## config.mk

```make
export PLATFORM = sky130hd
export DESIGN_NAME = hssl_reg_wr_arb
export DESIGN_NICKNAME = d
export VERILOG_FILES = /design/src/rtl/hssl_reg_wr_arb.sv
export SDC_FILE = /design/constraint.sdc
export NUM_CORES = 1
export LEC_CHECK = 0
export CELL_PAD_IN_SITES_DETAIL_PLACEMENT = 0
export CELL_PAD_IN_SITES_GLOBAL_PLACEMENT = 1
export CORE_MARGIN = 3
export CORE_UTILIZATION = 27
export DETAILED_ROUTE_END_ITERATION = 8
export PLACE_DENSITY_LB_ADDON = 0.1
export SLEW_MARGIN = 30
export SYNTH_ARGS = -nofsm -noshare
export SYNTH_HDL_FRONTEND = slang
export SYNTH_SLANG_ARGS = --single-unit
```

## constraint.sdc

```tcl
create_clock -name clk -period 1.9 [get_ports clk]
set_input_delay 0.19 -clock clk [delete_from_list [all_inputs] [get_ports clk]]
set_output_delay 0.19 -clock clk [all_outputs]
set_load 0.005 [all_outputs]
```

## src/rtl/hssl_reg_wr_arb.sv

```systemverilog
// Register-write arbiter with lock ownership and idle-lock timeout.
// Define HSSL_ARB_RR_EN for round-robin selection (default: fixed priority).
`timescale 1ns/1ps
`ifndef REG_ADR_BITS
`define REG_ADR_BITS 8
`endif

module hssl_reg_wr_arb #(
  parameter int NUM_REQS = 3,
  parameter int LOCK_TMO = 16
) (
  input  logic                                   clk,
  input  logic                                   resetn,
  input  logic [NUM_REQS-1:0]                    req_vld_in,
  input  logic [NUM_REQS-1:0]                    req_lock_in,
  input  logic [NUM_REQS-1:0][`REG_ADR_BITS-1:0] req_addr_in,
  input  logic [NUM_REQS-1:0][31:0]              req_data_in,
  output logic [NUM_REQS-1:0]                    req_rdy_out,
  input  logic                                   hold_in,
  output logic [`REG_ADR_BITS-1:0]               prx_addr_out,
  output logic [31:0]                            prx_wdata_out,
  output logic                                   prx_en_out,
  output logic                                   locked_out,
  output logic [15:0]                            tmo_cnt_out
);

  localparam int IW = $clog2(NUM_REQS);
  localparam int AW = `REG_ADR_BITS;
  localparam logic [7:0] TMO_M1 = 8'(LOCK_TMO - 1);

  typedef enum logic {
    ST_ARB    = 1'b0,
    ST_LOCKED = 1'b1
  } state_e;

  state_e          state_q, state_d;
  logic [IW-1:0]   owner_q, owner_d;
  logic [7:0]      idle_q, idle_d;
  logic [15:0]     tmo_q, tmo_d;
  logic            en_q, en_d;
  logic [AW-1:0]   addr_q, addr_d;
  logic [31:0]     data_q, data_d;
  logic [IW-1:0]   sel_idx;
  logic [IW-1:0]   acc_idx;
  logic            acc;

`ifdef HSSL_ARB_RR_EN
  localparam logic [IW:0] NR = (IW+1)'(NUM_REQS);

  logic [IW-1:0]           ptr_q, ptr_d;
  logic [2*NUM_REQS-1:0]   dbl;
  logic [NUM_REQS-1:0]     rot;
  logic [IW-1:0]           off;
  logic [IW:0]             sum;
  logic [IW:0]             nxt;

  // Rotate valids so the search starts at ptr_q, then map back.
  always_comb begin
    dbl = {req_vld_in, req_vld_in} >> ptr_q;
    rot = dbl[NUM_REQS-1:0];
    off = '0;
    for (int k = NUM_REQS-1; k >= 0; k--) begin
      if (rot[k]) off = IW'(k);
    end
    sum = {1'b0, ptr_q} + {1'b0, off};
    sel_idx = (sum >= NR) ? IW'(sum - NR) : IW'(sum);
  end

  always_comb begin
    nxt = {1'b0, acc_idx} + 1'b1;
    ptr_d = ptr_q;
    if (acc) ptr_d = (nxt >= NR) ? '0 : IW'(nxt);
  end

  always_ff @(posedge clk or negedge resetn) begin
    if (!resetn) ptr_q <= '0;
    else         ptr_q <= ptr_d;
  end
`else
  always_comb begin
    sel_idx = '0;
    for (int k = NUM_REQS-1; k >= 0; k--) begin
      if (req_vld_in[k]) sel_idx = IW'(k);
    end
  end
`endif

  always_comb begin
    req_rdy_out = '0;
    acc_idx = (state_q == ST_LOCKED) ? owner_q : sel_idx;
    if (resetn && !hold_in) begin
      unique case (state_q)
        ST_ARB:    if (|req_vld_in) req_rdy_out = NUM_REQS'(1) << sel_idx;
        ST_LOCKED: if (req_vld_in[owner_q]) req_rdy_out = NUM_REQS'(1) << owner_q;
        default:   req_rdy_out = '0;
      endcase
    end
    acc = |req_rdy_out;
  end

  always_comb begin
    state_d = state_q;
    owner_d = owner_q;
    idle_d  = idle_q;
    tmo_d   = tmo_q;
    en_d    = acc;
    addr_d  = acc ? req_addr_in[acc_idx] : addr_q;
    data_d  = acc ? req_data_in[acc_idx] : data_q;
    if (!hold_in) begin
      unique case (state_q)
        ST_ARB: begin
          if (acc && req_lock_in[acc_idx]) begin
            state_d = ST_LOCKED;
            owner_d = acc_idx;
            idle_d  = '0;
          end
        end
        ST_LOCKED: begin
          if (acc) begin
            idle_d = '0;
            if (!req_lock_in[acc_idx]) state_d = ST_ARB;
          end else if (idle_q == TMO_M1) begin
            state_d = ST_ARB;
            idle_d  = '0;
            if (tmo_q != 16'hffff) tmo_d = tmo_q + 16'd1;
          end else begin
            idle_d = idle_q + 8'd1;
          end
        end
        default: state_d = ST_ARB;
      endcase
    end
  end

  always_ff @(posedge clk or negedge resetn) begin
    if (!resetn) begin
      state_q <= ST_ARB;
      owner_q <= '0;
      idle_q  <= '0;
      tmo_q   <= '0;
      en_q    <= 1'b0;
      addr_q  <= '0;
      data_q  <= '0;
    end else begin
      state_q <= state_d;
      owner_q <= owner_d;
      idle_q  <= idle_d;
      tmo_q   <= tmo_d;
      en_q    <= en_d;
      addr_q  <= addr_d;
      data_q  <= data_d;
    end
  end

  assign prx_en_out    = en_q;
  assign prx_addr_out  = addr_q;
  assign prx_wdata_out = data_q;
  assign locked_out    = (state_q == ST_LOCKED);
  assign tmo_cnt_out   = tmo_q;

endmodule

```

======== Word-level counts from Yosys, hierarchy flattened ========
Index checks and enable logic that the tools add are counted.
word-level totals
  flip-flop bits (word level) ............. 68
  bits of input ports ..................... 129
  output and inout bits ................... 61
  logic and storage cells ................. 52
operators by class
  eq/ne operators ......................... 3
  $add $sub $neg .......................... 2
  bitwise operators ....................... 3
  shifts and indexed selects .............. 2
  reduce and logical (&&, ||, !) cells .... 8
  magnitude comparators ................... 2
  muxes and demuxes ....................... 25
operators by type and width
  operator                                                                      count
  32-bit binary-select mux with 2-bit select                                    1
  32-bit 2-to-1 mux                                                             1
  8-bit 2-to-1 mux                                                              4
  16-bit by 1-bit adder with 16-bit output, second input constant               1
  8-bit binary-select mux with 2-bit select                                     1
  16-bit inequality test, second input constant                                 1
  8-bit case mux with 2 select lines                                            1
  3-bit 2-to-1 mux                                                              3
  8-bit by 1-bit adder with 8-bit output, second input constant                 1
  8-bit by 4-bit == test with 1-bit output, second input constant               1
  2-bit 2-to-1 mux                                                              4
  2-bit by 3-bit less-than comparator with 1-bit output, second input constant  2
  1-bit 2-to-1 mux                                                              6
  3-bit case mux with 2 select lines                                            1
  3-bit OR reduction                                                            2
  1-bit by 2-bit left shift with 3-bit output, first input constant             2
  5-bit AND reduction                                                           1
  1-bit binary-select mux with 2-bit select                                     2
  1-bit inverter                                                                3
  3-bit AND reduction                                                           1
  1-bit logical AND                                                             2
  2-bit inequality test, second input constant                                  1
  1-bit case mux with 2 select lines                                            1
  2-bit AND reduction                                                           1
  1-bit zero test                                                               1

======== Longest topological paths before layout ========
  word-level depth ........................ 11
  depth in mapped cells ................... 8
  depth with buffers taken out ............ 6

======== Worst setup path after synthesis ========
OpenSTA, ideal clock, no wires.
  path type ............................... reg2reg
  from .................................... register idle_q[0]
  to ...................................... register tmo_q[12], in the netlist tmo_cnt_out[12]
  cell stages (with the launch flop) ...... 9
  clock period less this slack ............ 2.092 ns
  path slack .............................. -0.192 ns
  setup time .............................. 0.124 ns
  path buffers ............................ 2
  required time ........................... 1.776 ns
  arrival time ............................ 1.968 ns
  cell sequence ........................... dfrtp_1 -> ha_1 -> or4b_1 -> or3_1 -> buf_6 -> a31oi_4 -> buf_6 -> nand4_1 -> xnor2_1
between the ends
  cells in the longest elaborated chain, start to end .. 2
RTL lines
  what                                      line  RTL
  start, declared                           38    logic [7:0] idle_q, idle_d;
  start signal, assigned                    147   idle_q <= idle_d;
  8-bit by 4-bit == test with 1-bit output  122   end else if (idle_q == TMO_M1) begin
  5-bit AND reduction (no source line)      n/a
  end signal, assigned                      148   tmo_q <= tmo_d;
  end, declared                             39    logic [15:0] tmo_q, tmo_d;
Every way passes these cells.
A chain may end at the register's enable or synchronous reset.

======== Worst setup path after layout ========
  from .................................... register idle_q[0]
  to ...................................... register tmo_q[1], in the netlist tmo_cnt_out[1]
The elaborated chain is that of the path after synthesis.

==> summary.md <==
| Metric | Value |
|---|---|
| GRT Overall Usage | 0.170 |
| Top cells by count, synth | dfrtp_1 (68), o21ai_0 (48), nand2_1 (47) |
| Status | complete, but fails checks |
| Filler cell count | 1275 |
| Slowest CP cell | or4b_4 |
| Reg clk slew, reported paths | 60 ps |
| Overall Power | 8.62 mW |
| First-pass GRT wire length | 21300 um |
| Hold_buf cts | 0 |
| Clock latency on the worst-skew pair | 330 ps |
| Setup WS pre-CTS | -371 ps |
| Die H | 125 um |
| Antenna Nets Post-Route | 0 |
| CP max stage delay | 480 ps |
| Leak pwr | 2.96 nW |
| Most common cell in the netlist | dfrtp_1 |
| Fin crit share | 1.15 |
| Finished Cell Area | 0.00716 sq mm |
| Final Hold Vio Count | 46 |
| Primary FF master, synth | dfrtp_1 |
| Number of global-route vias before repair | 4060 |
| Tmin final | 2180 ps |
| CTS root buffer | clkbuf_16 |
| Die Span X | 125 um |
| Total internal power | 5.81 mW |
| Final-report setup violation count | 57 |
| Syn Std Cell Area | 0.00382 sq mm |
| Hold WC Path Type | input port to async pin |
| Yosys top cell area share | 0.445 |
| Violations in the final reports | hold timing, setup timing |
| Worst-path fanout max | 3 |
| Max Cap Viol | 0 |
| Slew HR | 0.573 |
| Yosys top cell by area | dfrtp_1 |
| Top cells by area, synth | dfrtp_1 (45%), mux2i_1 (11%), a2bb2oi_1 (9.4%) |
| Placer congestion estimate | 0.727 |
| Largest net degree at the start of global routing | 69 |
| Post-route insts no fill | 802 |
| CP Capture Type | flip-flop |
| Switch share | 0.326 |
| Syn Area/Cell | 9.79 sq um |
| Post-Synthesis Cells | 390 |
| Placed insts | 765 |
| Min Hold Slack | -24.9 ps |
| CTS tree | yes |
| Top Ports | 190 |
| Sequential fraction of design power | 0.256 |
| Distinct cells, synth | 43 |
| 1st-iter DRT viols | 134 |
| Post-synthesis sequential area ratio | 0.445 |
| Via/cell ratio | 4.81 |
| Yosys reg bits | 68 |
| Final HPWL DP | 9560 um |
| Core area | 0.0136 sq mm |
| Number of buffers created by CTS | 9 |
| Clock share of power | 0.207 |
| Worst slew pin tran | 641 ps |
| CP delay by family, top | simple AND/OR/NAND/NOR gates |
| Number of synthesized flops with an enable pin | 0 |
| Die ar. | 0.0156 sq mm |
| Clock buffer depth | 2 |
| Sink Count | 68 |
| Comb power frac | 0.537 |
| Drt pass-1 iters | 4 |
| Final WS setup | -279 ps |
| Detailed-route wire length | 13800 um |
| Setup TNS | -6690 ps |
| Worst setup SP type | flip-flop |
| Crit path kind | flip-flop to flip-flop |
| Critical path data required time | 2120 ps |
| Max-slew violation count | 0 |
| GRT Residual Overflow | 0 |
| RSZ-0062 raised after global routing | yes |
| Dpl cell area | 0.00617 sq mm |
| Power Density | 1200 mW/mm^2 |
| Fmax | 459 MHz |
| Asr flop ratio synth | 1.00 |
| Initial Util | 0.282 |
| Syn. warnings | 0 |
| Port bufs | 189 |
| ANT cells | 0 |
| Worst path bufs/invs | 0 |
| Synthesized net count | 521 |
| DRC viols | 0 |
| Crit path cell chain | ha_2 -> or4b_4 -> or3_4 -> a31oi_4 -> nand2_1 -> mux2_2 |
| VDD IR max | 0.000508 V |
| Cell Rows | 42 |
| H-tree lvl count | 3 |
| Area Overhead vs Synth | 87.5% |
| Psw | 2.81 mW |
| Post-layout nets | 752 |
| Via Count | 3855 |
| Clk_skew | 9.71 ps |
| Layout cell share with drive strength beyond 1 | 0.227 |
| Initial antenna violation count | 0 |
| Util after Layout | 0.528 |
| Arrival time at the worst endpoint | 2400 ps |
| Post-DR wirelength/cell | 17.2 um |
[layout by cell type (no fill, tap or decap), types with 2 or more instances in the layout]
master	n
a21oi_1	3
a21oi_2	6
a21oi_4	2
a2bb2oi_1	2
a2bb2oi_2	39
a31o_2	2
and2_1	5
and3_1	11
and4_1	3
buf_12	10
buf_16	3
buf_4	35
buf_6	10
bufinv_16	2
clkbuf_16	10
clkdlybuf4s50_1	185
clkinv_2	3
dfrtp_1	68
inv_1	3
mux2_2	2
mux2i_1	41
nand2_1	46
nand2b_1	2
nand3_1	13
nand3b_1	3
nand4_1	6
nor2_1	7
nor2b_1	2
nor3_1	5
o211ai_1	2
o21ai_0	3
o21ai_1	44
o21ai_4	2
o21bai_1	2
or3_1	3
or4b_4	2
xnor2_1	14
[what timing repair did]
item	CTS	global route
pin swaps	21	77
gates cloned	6	1
resized for setup	77	52
buffers inserted	10	9
endpoints found under the setup margin	70	68
[path summary, 6_finish.rpt]
check / from / end / slack (ps) / cells after the start
min in group clk: prx_wdata_out[3] / prx_wdata_out[3] / 480 / 2
max reg2reg: idle_q[0] / tmo_cnt_out[1] / -280 / 6
min reg2reg: prx_wdata_out[3] / prx_wdata_out[3] / 480 / 2
min: resetn / prx_wdata_out[18] / -20 / 2
max: idle_q[0] / tmo_cnt_out[1] / -280 / 6
max in group asynchronous: resetn / owner_q[1] / 1480 / 2
[power groups by stage]
stage,Clock [mW],Combinational [mW],Sequential [mW]
6_report,1.78,4.63,2.21
5_1_grt,1.90,4.97,2.29
4_1_cts,1.83,4.32,2.21
3_5_place_dp,0,3.55,2.22
3_3_place_gp,0,3.54,2.21
2_1_floorplan,0,1.61,2.25
[sequential cells by signal (all words and copies together) (netlist names)]
| signal | cells |
|---|---|
| prx_wdata_out | 32 |
| locked_out | 1 |
| tmo_cnt_out | 16 |
| idle_q | 8 |
| prx_en_out | 1 |
| owner_q | 2 |
| prx_addr_out | 8 |
[metal layers]
layer,vias to the layer above,part of all wire,global-route usage
met4,0,0.0098,0.0402
li1,1912,-,-
met1,1851,0.38,0.185
met3,9,0.054,0.0478
met2,83,0.56,0.328
met5,-,0,0
[worst register-to-register path, cell delays in order, from the launching register on]
cell     delay [ps]
dfrtp_1         360
ha_2            200
or4b_4          480
or3_4           380
a31oi_4         210
nand2_1         130
mux2_2          300
[area by class of cell]
class / count / area (sq um) / area share
clock buffers: 9 / 225 / 0.0314
clock inverters: 7 / 91.3 / 0.0128
inverters: 4 / 15.0 / 0.00210
multi-input cells: 291 / 2350 / 0.328
flip-flops and latches: 68 / 1700 / 0.238
well taps: 176 / 220 / 0.0307
repair buffers: 247 / 2560 / 0.358
[logic make-up (layout without fill, tap and decap cells)]
kind of cell,Yosys count,after routing,synth area share
and+or+nand+nor,115,115,0.153
AOI/OAI and AO/OA,114,114,0.205
DFF,68,68,0.445
muxes,45,45,0.119
buffers and inverters,31,267,0.0364
xor gates and xnor gates,15,15,0.0344
adders and majority gates,2,2,0.00655
(Power assumes the default switching activity.)
